<file path="src/rtl/pipe_hazard_ctrl_if.sv">
// pipe_hazard_ctrl_if: pipeline-side status in, register hold/flush/forward controls out.
interface pipe_hazard_ctrl_if #(parameter int CNT_W = 32);
  logic [4:0] id_rs1addr, id_rs2addr, ex_rs1addr, ex_rs2addr, ex_rdaddr, mem_rdaddr, wb_rdaddr;
  logic id_rs1used, id_rs2used, ex_regwr, ex_br_taken, mem_regwr, mem_memrd, mem_memwr;
  logic dmem_ready, wb_regwr, cnt_clr;
  logic [1:0] ex_wbsel, mem_wbsel;
  logic pc_hold, ifid_hold, ifid_flush, idex_hold, idex_flush, exmem_hold, memwb_flush, mem_err;
  logic [1:0] fwd_a, fwd_b;
  logic [CNT_W-1:0] stall_cnt, flush_cnt;
  modport master (
    output id_rs1addr, id_rs2addr, ex_rs1addr, ex_rs2addr, ex_rdaddr, mem_rdaddr, wb_rdaddr,
           id_rs1used, id_rs2used, ex_regwr, ex_br_taken, mem_regwr, mem_memrd, mem_memwr,
           dmem_ready, wb_regwr, cnt_clr, ex_wbsel, mem_wbsel,
    input  pc_hold, ifid_hold, ifid_flush, idex_hold, idex_flush, exmem_hold, memwb_flush,
           mem_err, fwd_a, fwd_b, stall_cnt, flush_cnt
  );
  modport slave (
    input  id_rs1addr, id_rs2addr, ex_rs1addr, ex_rs2addr, ex_rdaddr, mem_rdaddr, wb_rdaddr,
           id_rs1used, id_rs2used, ex_regwr, ex_br_taken, mem_regwr, mem_memrd, mem_memwr,
           dmem_ready, wb_regwr, cnt_clr, ex_wbsel, mem_wbsel,
    output pc_hold, ifid_hold, ifid_flush, idex_hold, idex_flush, exmem_hold, memwb_flush,
           mem_err, fwd_a, fwd_b, stall_cnt, flush_cnt
  );
endinterface

</file>
<file path="src/rtl/pipe_hazard_ctrl.sv">
// pipe_hazard_ctrl: stall/bubble/flush, EX forwarding selects and data-memory wait sequencing
// for a 5-stage pipeline.
module pipe_hazard_ctrl #(
  parameter int MEM_TIMEOUT = 64,
  parameter int CNT_W       = 32
) (
  input logic clk,
  input logic rst,
  pipe_hazard_ctrl_if.slave hz
);
  localparam int WW = $clog2(MEM_TIMEOUT);
  typedef enum logic {RUN, MEM_WAIT} state_t;
  state_t state_q, state_d;
  logic [WW-1:0] wcnt_q, wcnt_d;
  logic mem_err_q, mem_err_d;
  logic [CNT_W-1:0] stall_cnt_q, stall_cnt_d, flush_cnt_q, flush_cnt_d;
  logic acc, last, tmo, mstall, br, lu, mem_ok, wb_ok;
  logic [1:0] mem_fv;
  always_comb begin
    acc    = hz.mem_memrd | hz.mem_memwr;
    last   = state_q == MEM_WAIT && wcnt_q == WW'(MEM_TIMEOUT - 1);
    tmo    = last & !hz.dmem_ready;
    // the abort cycle releases the pipeline; the error is reported one cycle later
    mstall = !rst & acc & !hz.dmem_ready & !tmo;
    br     = !rst & !mstall & hz.ex_br_taken;
    lu     = !rst & !mstall & !br & hz.ex_regwr & hz.ex_wbsel == 2'b01 & |hz.ex_rdaddr &
             ((hz.id_rs1used & hz.id_rs1addr == hz.ex_rdaddr) |
              (hz.id_rs2used & hz.id_rs2addr == hz.ex_rdaddr));
    hz.pc_hold     = mstall | lu;
    hz.ifid_hold   = mstall | lu;
    hz.ifid_flush  = br;
    hz.idex_hold   = mstall;
    hz.idex_flush  = br | lu;
    hz.exmem_hold  = mstall;
    hz.memwb_flush = mstall;
    mem_ok   = hz.mem_regwr & |hz.mem_rdaddr;
    wb_ok    = hz.wb_regwr & |hz.wb_rdaddr;
    mem_fv   = hz.mem_wbsel == 2'b10 ? 2'b11 : 2'b01;
    hz.fwd_a = rst ? 2'b00 : mem_ok && hz.mem_rdaddr == hz.ex_rs1addr ? mem_fv :
               wb_ok && hz.wb_rdaddr == hz.ex_rs1addr ? 2'b10 : 2'b00;
    hz.fwd_b = rst ? 2'b00 : mem_ok && hz.mem_rdaddr == hz.ex_rs2addr ? mem_fv :
               wb_ok && hz.wb_rdaddr == hz.ex_rs2addr ? 2'b10 : 2'b00;
    state_d   = state_q == RUN ? (acc & !hz.dmem_ready ? MEM_WAIT : RUN)
                               : (hz.dmem_ready | last ? RUN : MEM_WAIT);
    wcnt_d    = state_q == MEM_WAIT && state_d == MEM_WAIT ? wcnt_q + 1'b1 : '0;
    mem_err_d = tmo;
    stall_cnt_d = hz.cnt_clr ? '0 : hz.pc_hold & ~&stall_cnt_q ? stall_cnt_q + 1'b1 : stall_cnt_q;
    flush_cnt_d = hz.cnt_clr ? '0 : br & ~&flush_cnt_q ? flush_cnt_q + 1'b1 : flush_cnt_q;
    hz.mem_err   = mem_err_q;
    hz.stall_cnt = stall_cnt_q;
    hz.flush_cnt = flush_cnt_q;
  end
  always_ff @(posedge clk or posedge rst)
    if (rst) begin
      state_q     <= RUN;
      wcnt_q      <= '0;
      mem_err_q   <= 1'b0;
      stall_cnt_q <= '0;
      flush_cnt_q <= '0;
    end else begin
      state_q     <= state_d;
      wcnt_q      <= wcnt_d;
      mem_err_q   <= mem_err_d;
      stall_cnt_q <= stall_cnt_d;
      flush_cnt_q <= flush_cnt_d;
    end
endmodule

</file>
<file path="src/flat_wrapper.sv">
// flat-port wrapper written by rule: the top's interface ports become plain ports
module pipe_hazard_ctrl_flat 
#(
  parameter int MEM_TIMEOUT = 64,
  parameter int CNT_W       = 32
)
  (clk, rst, hz_id_rs1addr, hz_id_rs2addr, hz_ex_rs1addr, hz_ex_rs2addr, hz_ex_rdaddr, hz_mem_rdaddr, hz_wb_rdaddr, hz_id_rs1used, hz_id_rs2used, hz_ex_regwr, hz_ex_br_taken, hz_mem_regwr, hz_mem_memrd, hz_mem_memwr, hz_dmem_ready, hz_wb_regwr, hz_cnt_clr, hz_ex_wbsel, hz_mem_wbsel, hz_pc_hold, hz_ifid_hold, hz_ifid_flush, hz_idex_hold, hz_idex_flush, hz_exmem_hold, hz_memwb_flush, hz_mem_err, hz_fwd_a, hz_fwd_b, hz_stall_cnt, hz_flush_cnt);
  pipe_hazard_ctrl_if #(.CNT_W(CNT_W)) hz_i ();
  input logic clk;
  input logic rst;
  input wire logic [$bits(hz_i.id_rs1addr)-1:0] hz_id_rs1addr;
  input wire logic [$bits(hz_i.id_rs2addr)-1:0] hz_id_rs2addr;
  input wire logic [$bits(hz_i.ex_rs1addr)-1:0] hz_ex_rs1addr;
  input wire logic [$bits(hz_i.ex_rs2addr)-1:0] hz_ex_rs2addr;
  input wire logic [$bits(hz_i.ex_rdaddr)-1:0] hz_ex_rdaddr;
  input wire logic [$bits(hz_i.mem_rdaddr)-1:0] hz_mem_rdaddr;
  input wire logic [$bits(hz_i.wb_rdaddr)-1:0] hz_wb_rdaddr;
  input wire logic [$bits(hz_i.id_rs1used)-1:0] hz_id_rs1used;
  input wire logic [$bits(hz_i.id_rs2used)-1:0] hz_id_rs2used;
  input wire logic [$bits(hz_i.ex_regwr)-1:0] hz_ex_regwr;
  input wire logic [$bits(hz_i.ex_br_taken)-1:0] hz_ex_br_taken;
  input wire logic [$bits(hz_i.mem_regwr)-1:0] hz_mem_regwr;
  input wire logic [$bits(hz_i.mem_memrd)-1:0] hz_mem_memrd;
  input wire logic [$bits(hz_i.mem_memwr)-1:0] hz_mem_memwr;
  input wire logic [$bits(hz_i.dmem_ready)-1:0] hz_dmem_ready;
  input wire logic [$bits(hz_i.wb_regwr)-1:0] hz_wb_regwr;
  input wire logic [$bits(hz_i.cnt_clr)-1:0] hz_cnt_clr;
  input wire logic [$bits(hz_i.ex_wbsel)-1:0] hz_ex_wbsel;
  input wire logic [$bits(hz_i.mem_wbsel)-1:0] hz_mem_wbsel;
  output wire logic [$bits(hz_i.pc_hold)-1:0] hz_pc_hold;
  output wire logic [$bits(hz_i.ifid_hold)-1:0] hz_ifid_hold;
  output wire logic [$bits(hz_i.ifid_flush)-1:0] hz_ifid_flush;
  output wire logic [$bits(hz_i.idex_hold)-1:0] hz_idex_hold;
  output wire logic [$bits(hz_i.idex_flush)-1:0] hz_idex_flush;
  output wire logic [$bits(hz_i.exmem_hold)-1:0] hz_exmem_hold;
  output wire logic [$bits(hz_i.memwb_flush)-1:0] hz_memwb_flush;
  output wire logic [$bits(hz_i.mem_err)-1:0] hz_mem_err;
  output wire logic [$bits(hz_i.fwd_a)-1:0] hz_fwd_a;
  output wire logic [$bits(hz_i.fwd_b)-1:0] hz_fwd_b;
  output wire logic [$bits(hz_i.stall_cnt)-1:0] hz_stall_cnt;
  output wire logic [$bits(hz_i.flush_cnt)-1:0] hz_flush_cnt;
  assign hz_i.id_rs1addr = hz_id_rs1addr;
  assign hz_i.id_rs2addr = hz_id_rs2addr;
  assign hz_i.ex_rs1addr = hz_ex_rs1addr;
  assign hz_i.ex_rs2addr = hz_ex_rs2addr;
  assign hz_i.ex_rdaddr = hz_ex_rdaddr;
  assign hz_i.mem_rdaddr = hz_mem_rdaddr;
  assign hz_i.wb_rdaddr = hz_wb_rdaddr;
  assign hz_i.id_rs1used = hz_id_rs1used;
  assign hz_i.id_rs2used = hz_id_rs2used;
  assign hz_i.ex_regwr = hz_ex_regwr;
  assign hz_i.ex_br_taken = hz_ex_br_taken;
  assign hz_i.mem_regwr = hz_mem_regwr;
  assign hz_i.mem_memrd = hz_mem_memrd;
  assign hz_i.mem_memwr = hz_mem_memwr;
  assign hz_i.dmem_ready = hz_dmem_ready;
  assign hz_i.wb_regwr = hz_wb_regwr;
  assign hz_i.cnt_clr = hz_cnt_clr;
  assign hz_i.ex_wbsel = hz_ex_wbsel;
  assign hz_i.mem_wbsel = hz_mem_wbsel;
  assign hz_pc_hold = hz_i.pc_hold;
  assign hz_ifid_hold = hz_i.ifid_hold;
  assign hz_ifid_flush = hz_i.ifid_flush;
  assign hz_idex_hold = hz_i.idex_hold;
  assign hz_idex_flush = hz_i.idex_flush;
  assign hz_exmem_hold = hz_i.exmem_hold;
  assign hz_memwb_flush = hz_i.memwb_flush;
  assign hz_mem_err = hz_i.mem_err;
  assign hz_fwd_a = hz_i.fwd_a;
  assign hz_fwd_b = hz_i.fwd_b;
  assign hz_stall_cnt = hz_i.stall_cnt;
  assign hz_flush_cnt = hz_i.flush_cnt;
  pipe_hazard_ctrl #(.MEM_TIMEOUT(MEM_TIMEOUT), .CNT_W(CNT_W)) u_core (.clk(clk), .rst(rst), .hz(hz_i));
endmodule
</file>
<file path="config.mk">
export PLATFORM = sky130hd
export DESIGN_NAME = pipe_hazard_ctrl_flat
export DESIGN_NICKNAME = d
export VERILOG_FILES = /design/src/rtl/pipe_hazard_ctrl_if.sv /design/src/rtl/pipe_hazard_ctrl.sv /design/src/flat_wrapper.sv
export SDC_FILE = /design/constraint.sdc
export NUM_CORES = 1
export LEC_CHECK = 0
export CAP_MARGIN = 10
export CORE_ASPECT_RATIO = 1.4
export CORE_UTILIZATION = 52
export DETAILED_ROUTE_END_ITERATION = 12
export GPL_ROUTABILITY_DRIVEN = 0
export GPL_TIMING_DRIVEN = 1
export MAX_ROUTING_LAYER = met4
export PLACE_DENSITY = 0.93
export SYNTH_ARGS = -nofsm -noshare
export SYNTH_HDL_FRONTEND = slang
export SYNTH_SLANG_ARGS = --single-unit
</file>
<file path="constraint.sdc">
create_clock -name clk -period 4.4 [get_ports clk]
set_clock_uncertainty 0.05 [all_clocks]
set_input_delay 0.88 -clock clk [delete_from_list [all_inputs] [get_ports clk]]
set_output_delay 0.88 -clock clk [all_outputs]
set_load 0.1 [all_outputs]
</file>
Word level (Yosys, flattened, before mapping) --
Index checks and enable logic that the tools add are counted.
Storage, ports and cells: register bits 72, bits in latches 0, bits in writable memories 0, ROM bits 0, output and inout port bits 76, word-level logic and storage cells 75, memories kept 0
Operators by class: $add $sub $neg 3, $mul 0, div/mod/pow operators 0, $lt $le $gt $ge 0, eq/ne operators 9, shifts and indexed selects 0, multiplexer cells 15, bitwise logic cells 23, reduce and logical (&&, ||, !) cells 20
Operator list (number):
- $mux W32 | 4
- $add A32 B1 Y32 const B | 2
- $reduce_and A32 Y1 | 2
- $eq A5 B5 Y1 | 6
- $and A1 B1 Y1 | 18
- $reduce_or A5 Y1 | 3
- $mux W2 | 7
- $logic_not A1 Y1 | 7
- $add A6 B1 Y6 const B | 1
- $eq A6 B6 Y1 const B | 1
- $logic_and A1 B1 Y1 | 6
- $mux W6 | 1
- $or A1 B1 Y1 | 5
- $reduce_bool A2 Y1 | 2
- $mux W1 | 3
- $eq A2 B1 Y1 const B | 1
- $eq A2 B2 Y1 const B | 1

Longest topological paths before layout --
word-level depth 18, mapped depth 10, depth with buffers taken out 7

Worst setup path after synthesis --
OpenSTA, ideal clock, no wires.
path kind input -> output, start point in hz_mem_rdaddr[4], end point out hz_fwd_a[0], arrival time 4031 ps, setup slack -561 ps, stages on the path 3, cells stage by stage or4_1 o21ai_0 nor4_1
On the way: longest elaborated chain between the ends 5, elaborated cells between the ends (all ways) 6
Ends and longest elaborated chain:
- start, declared | line flat_wrapper.sv:16 | input wire logic [$bits(hz_i.mem_rdaddr)-1:0] hz_mem_rdaddr;
- $reduce_or A5 Y1 | line pipe_hazard_ctrl.sv:36 | mem_ok = hz.mem_regwr & |hz.mem_rdaddr;
- $and A1 B1 Y1 | line pipe_hazard_ctrl.sv:36
- $logic_and A1 B1 Y1 (*) | line pipe_hazard_ctrl.sv:39 | hz.fwd_a = rst ? 2'b00 : mem_ok && hz.mem_rdaddr == hz.ex_rs1addr ? mem_fv :
- $mux W2 (*) (2 in a row) | line pipe_hazard_ctrl.sv:39
- end, declared | line flat_wrapper.sv:38 | output wire logic [$bits(hz_i.fwd_a)-1:0] hz_fwd_a;
Mark *: on every way between the ends. The rest lies on a longest branch, timed or not.

Worst setup path in the final report --
start point in hz_mem_rdaddr[2], end point out hz_fwd_a[1]
Same word-level chain as after synthesis.

==> metrics.txt <==
Worst Hold End=u_core.wcnt_q[0]$_DFF_PP0_; Logic pwr share=13.4%; full die area=8650 µm²; pin count of the biggest net entering global routing=73; FF-to-FF path depth=8; I/O pin total=127; reg-to-reg setup timing slack=1.63 ns; CP top delay family=simple AND/OR/NAND/NOR gates; Root Buffer=clkbuf_8; Port-buffer cells=126; Max Used Layer=met4; Cells after Synth=479; first-pass GRT wire length=18600 µm; Async SR Flop Fraction=100%; Peak Freq=243 MHz; Layout area overhead=33.8%; wire length on met1=4460 µm; total CTS buffers=9; 1st-pass router iterations=4; VDD IR max=0.178 mV; Setup Fix Bufs, Post-CTS=0; drt first-iter violations=261; Tot GR Track Use=27.9%; post-synthesis sequential area ratio=41.8%; fin cells=697; drt wl/cell=16.2 µm; Post-synth EDFFs=0; Residual DRC=0; CP max FO=4; Pwr Density=237 nW/µm²; Clk network pwr share=37.7%; effective utilization at floorplan=54.5%; worst hold stages=1; max_slew headroom=22.5%; Pint=1.01 mW; Synth area leader=dfrtp_1; Synth Register Bits=72; grt total ovfl=0; core area=7890 µm²; leakage=2.23 nW; HPWL Detailed=8150 µm; worst hold path type=flop to flop; Worst Setup End Kind=output port; FF-to-FF End=u_core.hz.stall_cnt[15]$_DFFE_PP0P_; RSZ-0062 raised after global routing=no; routed length on met3=563 µm; final hold violation count=0; placed cell count=682; r2r startpoint=u_core.wcnt_q[0]$_DFF_PP0_; Synth top area share=41.8%; Die Span Y=110 µm; CTS Buffer Depth=2; count leader, synth=dfrtp_1; max-cap viol count=0; post-synth net total=533; Final Max Tran Viols=0; minimum clock period=4.12 ns; Clock Sinks=72; setup violators final=0; Post-synth top cells=dfrtp_1 (72), nor2_1 (42), xor2_1 (41); H-tree depth=3; prevailing post-synth register cell=dfrtp_1; Critical Path Max Stage Delay=0.53 ns; Reg power frac=49.0%; worst path arrival time=3.19 ns; diode count=0; row cnt=38; synth unique cells=43; layout cell share with drive strength beyond 1=6.37%; Switch Pwr=0.355 mW; worst skew pair latency=0.35 ns; design area=5760 µm²; post-placement cell area=5570 µm²; CP max-delay cell=or4_1; Area contributors post-synth=dfrtp_1 (42%), xor2_1 (8.3%), xnor2_1 (4.9%); status=finished clean; initial antenna violation count=0; vias per cell=6.04; # hold bufs at CTS=0; CP Launch Type=input port; number of global-route vias before repair=4109; met2 WL post-DR=6040 µm; die width=78.9 µm; Synth Warn #=0; final period utilization=93.6%; min-delay src=u_core.wcnt_q[0]$_DFF_PP0_; post-cts resize count=0; Nets=647; Required @ worst endpoint=3.47 ns; Avg Cell Area, Syn=8.99 µm²; Buf/Inv on CP=2; final hold slack=0.425 ns; CTS tree=done; critical path cell sequence=clkdlybuf4s50_1, or4_1, o21ai_0, nor3_1, nor4_1, a21oi_1, nor2_1, buf_12; via count=4210; Crit Path Category=input port to output port; Sw Share=26.0%; Worst-path clk slew=0.07 ns; Routed Antenna Nets=0; wirelength, routed=11300 µm; Post-Synthesis Cell Area=4310 µm²; Critical Path Stages=8; worst-margin pin slew=1.16 ns
power by group through the flow:
stage / Combinational, mW / Clock, mW / Sequential (mW)
floorplan: 0.0977 / 0 / 0.690
global placement: 0.177 / 0 / 0.681
detailed placement: 0.183 / 0 / 0.681
CTS: 0.183 / 0.519 / 0.668
global route: 0.195 / 0.547 / 0.668
finish: 0.182 / 0.513 / 0.668
layout by cell type (no fill, tap or decap), types with 8 or more instances in the layout:
| cell type | count |
|---|---|
| clkdlybuf4s50_1 | 114 |
| dfrtp_1 | 72 |
| nor2_1 | 42 |
| xor2_1 | 41 |
| nand2_1 | 35 |
| a21oi_1 | 34 |
| nand3_1 | 32 |
| nand4_1 | 27 |
| xnor2_1 | 24 |
| or4_1 | 22 |
| and3_1 | 18 |
| o21ai_0 | 16 |
| o31ai_1 | 16 |
| or3_1 | 15 |
| buf_4 | 12 |
| clkbuf_8 | 10 |
| nor4_1 | 8 |
how the worst max path moves through the flow:
stage | slack, ns | from | to
2_1_floorplan | -0.56 | hz_mem_rdaddr[4] | hz_fwd_a[0]
3_3_place_gp | 0.40 | hz_mem_rdaddr[2] | hz_fwd_a[1]
4_1_cts | 0.30 | hz_mem_rdaddr[2] | hz_fwd_a[1]
3_5_place_dp | 0.31 | hz_mem_rdaddr[2] | hz_fwd_a[1]
6_report | 0.28 | hz_mem_rdaddr[2] | hz_fwd_a[1]
5_1_grt | 0.18 | hz_mem_rdaddr[2] | hz_fwd_b[1]
flip-flops by register name, summed over array words and instances, names as in the netlist:
signal	count
u_core.hz.stall_cnt	32
u_core.hz.mem_err	1
u_core.hz.flush_cnt	32
u_core.wcnt_q	6
u_core.state_q	1
stage by stage:
stage / setup WS (ns) / setup TNS, ns / utilization, % / power, mW
finish: 0.282 / 0 / 73.0 / 1.36
global route: 0.180 / 0 / 73.0 / 1.41
CTS: 0.303 / 0 / 73.0 / 1.37
detailed placement: 0.308 / 0 / 70.6 / 0.864
global placement: 0.403 / 0 / 70.6 / 0.858
floorplan: -0.561 / -1.12 / - / 0.788
routing by layer:
layer / track usage (%) / up-vias
li1: - / 1971
met1: 31.4 / 2048
met2: 49.4 / 167
met3: 3.73 / 24
met4: 12.2 / 0
met5: - / -
cell families after synthesis:
logic type      after synthesis  synth area share (%)
buf+inv                      31                  3.78
mux                           1                 0.232
xor+xnor                     65                  13.2
compound gates               76                  10.7
simple gates                231                  29.4
fa+ha+maj                     3                 0.872
flops                        72                  41.8
cell type report:
type / count / area [µm²]
timing repair buffer: 129 / 1280
multi-input combinational: 376 / 2350
fill: 582 / 2130
inverter: 5 / 18.8
tap: 100 / 125
clock inverter: 4 / 45.0
sequential: 72 / 1800
clock buffer: 11 / 141
Note: power is estimated with default switching activity, not from simulation.
